`config.mk`:
```
export PLATFORM = sky130hd
export DESIGN_NAME = base_agate_cnt
export DESIGN_NICKNAME = d
export VERILOG_FILES = /design/src/rtl/base_agate_cnt.sv
export SDC_FILE = /design/constraint.sdc
export NUM_CORES = 1
export LEC_CHECK = 0
export CORE_MARGIN = 10
export CORE_UTILIZATION = 50
export DETAILED_ROUTE_END_ITERATION = 8
export PLACE_DENSITY = 0.82
export REMOVE_ABC_BUFFERS = 1
export SYNTH_ARGS = -nofsm -noshare
export SYNTH_HDL_FRONTEND = slang
export SYNTH_SLANG_ARGS = --single-unit
export TNS_END_PERCENT = 100
```
`constraint.sdc`:
```
create_clock -name clk -period 3.51 [get_ports clk]
set_input_delay 1.053 -clock clk [delete_from_list [all_inputs] [get_ports clk]]
set_output_delay 1.053 -clock clk [all_outputs]
set_load 0.02 [all_outputs]
```
`src/rtl/base_agate_cnt.sv`:
```
// Multi-channel valid/ready gate. Each channel passes while open or while its
// loaded transaction budget is non-zero, and closes once the budget is spent.
module base_agate_cnt #(
  parameter int unsigned width  = 1,
  parameter int unsigned cwidth = 8
) (
  input  logic              clk,
  input  logic              reset,
  input  logic [width-1:0]  open,
  input  logic [width-1:0]  ld_v,
  input  logic [cwidth-1:0] ld_cnt,
  input  logic [width-1:0]  i_v,
  output logic [width-1:0]  i_r,
  output logic [width-1:0]  o_v,
  input  logic [width-1:0]  o_r,
  output logic [width-1:0]  cnt_nz,
  output logic [width-1:0]  done
);

  logic [width-1:0][cwidth-1:0] cnt_q, cnt_d;
  logic [width-1:0]             done_q, done_d;
  logic [width-1:0]             pass;
  logic [width-1:0]             xfer;

  // Gating is purely combinational so the gate adds no latency to the stream.
  always_comb begin
    for (int c = 0; c < int'(width); c++) begin
      cnt_nz[c] = (cnt_q[c] != '0);
    end
    pass = open | cnt_nz;
    o_v  = pass & i_v;
    i_r  = pass & o_r;
    xfer = pass & i_v & o_r;
    done = done_q;
  end

  // Load beats decrement; transfers under open leave the budget untouched.
  always_comb begin
    cnt_d  = cnt_q;
    done_d = '0;
    for (int c = 0; c < int'(width); c++) begin
      if (ld_v[c]) begin
        cnt_d[c] = ld_cnt;
      end else if (xfer[c] && !open[c] && cnt_nz[c]) begin
        cnt_d[c]  = cnt_q[c] - cwidth'(1);
        done_d[c] = (cnt_q[c] == cwidth'(1));
      end
    end
  end

  always_ff @(posedge clk or posedge reset) begin
    if (reset) begin
      cnt_q  <= '0;
      done_q <= '0;
    end else begin
      cnt_q  <= cnt_d;
      done_q <= done_d;
    end
  end

endmodule

```
==> summary.md <==
| Metric | Value |
|---|---|
| Area leader, netlist | `dfrtp_1` |
| Crit path max-delay family | `buffers and inverters` |
| WL/cell | `around 15 um` |
| Count of pins over their slew limit | `0` |
| Final critical-path required period | `3.38 ns` |
| Clock transition at path regs | `about 0.060 ns` |
| Crit path top cell by count | `clkdlybuf4s50_1` |
| Vias in the first global route | `between 500 and 600` |
| Slew at the pin closest to its max-slew limit | `roughly 0.62 ns` |
| Max_cap viols | `0` |
| Synthesis-stage register bit count | `9` |
| Final Cycle Share | `0.962` |
| Layout fillers | `about 110` |
| DRC violation total after the first TritonRoute iteration | `7` |
| Final hold vios | `0` |
| Req. time, crit path | `2.46 ns` |
| Syn. warnings | `0` |
| Seq/Total Area, Yosys | `0.336` |
| Antenna Nets Post-Route | `0` |
| Synth cell types | `35` |
| Core Util, Final | `0.665` |
| Asr flop ratio synth | `1.00` |
| Unrepaired setup endpoints after global routing | `false` |
| Chip Width | `56.6 um` |
| Net count, final | `between 100 and 150` |
| Max IR drop VDD | `around 0.23 mV` |
| Final std cells w/o fill | `~100` |
| Post-Synthesis Cells | `70` |
| IO Count | `18` |
| Status | `finished clean` |
| Portion of netlist area occupied by mux cells | `0` |
| Share of cells above drive strength 1 | `0.101` |
| Post-Synth Adder-Cell Area | `0.0560` |
| Synth Area in Simple Gates | `0.293` |
| Buf+Inv Stages, Crit Path | `2` |
| Post-CTS Resized | `0` |
| Critical Path Fanout Max | `4` |
| GRT Total Usage | `0.103` |
| GPL Wtd Cong | `a little over 0.8` |
| Post-Route WL | `1570 um` |
| HP Class | `reg -> reg` |
| Slowest stage delay, CP | `approximately 0.6 ns` |
| Vias | `between 500 and 600` |
| Die ar. | `approximately 3200 um^2` |
| Most common flop cell mapped by yosys | `dfrtp_1` |
| Synth area leaders | `dfrtp_1, ha_1, nand2_1, clkbuf_8, nand4b_1` |
| Reg area | `about 230 um^2` |
| Initial Util | `0.522` |
| Drt drc | `0` |
| Slowest stage cell, crit path | `clkdlybuf4s50_1` |
| Reg2reg setup slack | `1.85 ns` |
| Clk sinks | `9` |
| DRT Pass-1 Iters | `5` |
| Num CTS Buffers | `3` |
| Initial antenna violation count | `0` |
| Crit path launch type | `primary input` |
| Worst-Skew Late Latency | `~0.28 ns` |
| Worst EP arrival | `2.32 ns` |
| FP Rows | `13` |
| Grt ovf | `0` |
| Wire length of the first global-routing pass | `~2600 um` |
| Setup CP Type | `in -> out` |
| Pleak | `0.000333 uW` |
| Vias per cell | `roughly 5.7` |
| DP HPWL | `about 1200 um` |
| Fmax | `296 MHz` |
| Placed cell count | `100` |
| IO buf count | `17` |
| Core area | `1280 um^2` |
| Synth top area share | `0.336` |
| Setup crit end kind | `output pin` |
| # setup viols final | `0` |
| Layout area overhead | `27.4%` |
| Antenna cells | `0` |
| Clock skew | `~0.0084 ns` |
| Post-Syn Area | `671 um^2` |
| CP cell instances | `clkdlybuf4s50_1 -> o21a_1 -> clkdlybuf4s50_1` |
| Die Height | `56.6 um` |
| Hold buffer count at CTS | `0` |
| CTS Root Cell | `clkbuf_4` |
| Largest net degree at the start of global routing | `21` |
| Top-count cell post-synth | `dfrtp_1` |
| Post-CTS Setup Repair Bufs | `0` |
| PD cells | `roughly 340 nW/um^2` |
| Mean post-synth cell area | `around 9.6 um^2` |
| Final setup TNS | `0 ns` |
| Worst slew margin | `0.582` |
| CTS tree | `built` |
| Post-synth EDFFs | `0` |
| Clock H-tree levels | `1` |
| Xor-xnor portion of the synthesized cell area | `0.0392` |
| Longest Clk Path Bufs | `2` |
| Multi-input combinational cell area | `between 300 and 400 um^2` |
| Post-synthesis compound-gate area fraction | `0.196` |
| Largest family of logic cells by synthesized area | `simple AND/OR/NAND/NOR gates` |
| Synth cell count leaders | `dfrtp_1, nand2_1, nor2_1` |
-- through the flow --
step	setup WS, ns	area [um^2]	hold slack (ns)	total power (uW)
floorplan	1.00	632	0.499	169
global placement	0.164	828	0.535	199
detailed placement	0.134	828	0.534	202
CTS	0.130	855	0.552	288
global route	0.0805	855	0.574	304
finish	0.132	855	0.548	288
-- placed cells by master (no fill, tap or decap), types with 2 or more instances in the layout --
master	n
clkdlybuf4s50_1	17
dfrtp_1	9
nand2_1	8
nor2_1	6
o21ai_1	4
inv_1	4
nand4b_1	3
ha_1	3
clkbuf_4	3
nor2b_1	2
a21oi_1	2
xnor2_1	2
o21a_1	2
-- cells by family (layout without fill, tap and decap cells) --
group,count (synthesis),after routing
fa+ha+maj,3,3
compound gates,18,18
xor+xnor,3,3
simple gates,30,30
flops,9,9
buf+inv,7,26
-- worst register-to-register path, stage by stage (launching register included) --
cell and delay [ns]:
dfrtp_1 0.44, inv_1 0.09, ha_1 0.22, nor3b_4 0.15, buf_4 0.16, a2111oi_0 0.39
a221o_1 0.16
-- flip-flops by register name, indices dropped and copies added (netlist names) --
signal  cells
done        1
cnt_q       8
-- worst paths after layout --
path	from	end	cells past startpoint
max in group asynchronous	reset	cnt_q[5]$_DFFE_PP0P_	2
min in group asynchronous	reset	cnt_q[1]$_DFFE_PP0P_	2
hold / removal	cnt_q[7]$_DFFE_PP0P_	done$_DFF_PP0_	1
hold reg to reg	cnt_q[7]$_DFFE_PP0P_	done$_DFF_PP0_	1
setup reg to reg	cnt_q[0]$_DFFE_PP0P_	cnt_q[4]$_DFFE_PP0P_	6
setup / recovery	o_r	i_r	3
-- metal layers --
metal  GRT usage  routed length (um)
met5           0                   0
met4      0.0825                  46
met3      0.0449                 119
met2       0.158                 770
met1       0.105                 630
-- cell type report --
type	count	area share
multi-input cells	54	0.458
clock buffers	4	0.0307
repair buffers	18	0.208
inverters	4	0.0176
well taps	15	0.0220
flip-flops and latches	9	0.264
-- report_power, final --
| group | leakage (uW) | switching [uW] | internal (uW) |
|---|---|---|---|
| combinational | 0.000208 | 33.3 | 38.6 |
| clock | 0.0000150 | 42.5 | 44.1 |
| sequential | 0.000110 | 16.9 | 113 |
| total | 0.000333 | 92.7 | 196 |
Note: power is estimated with default switching activity, not from simulation.
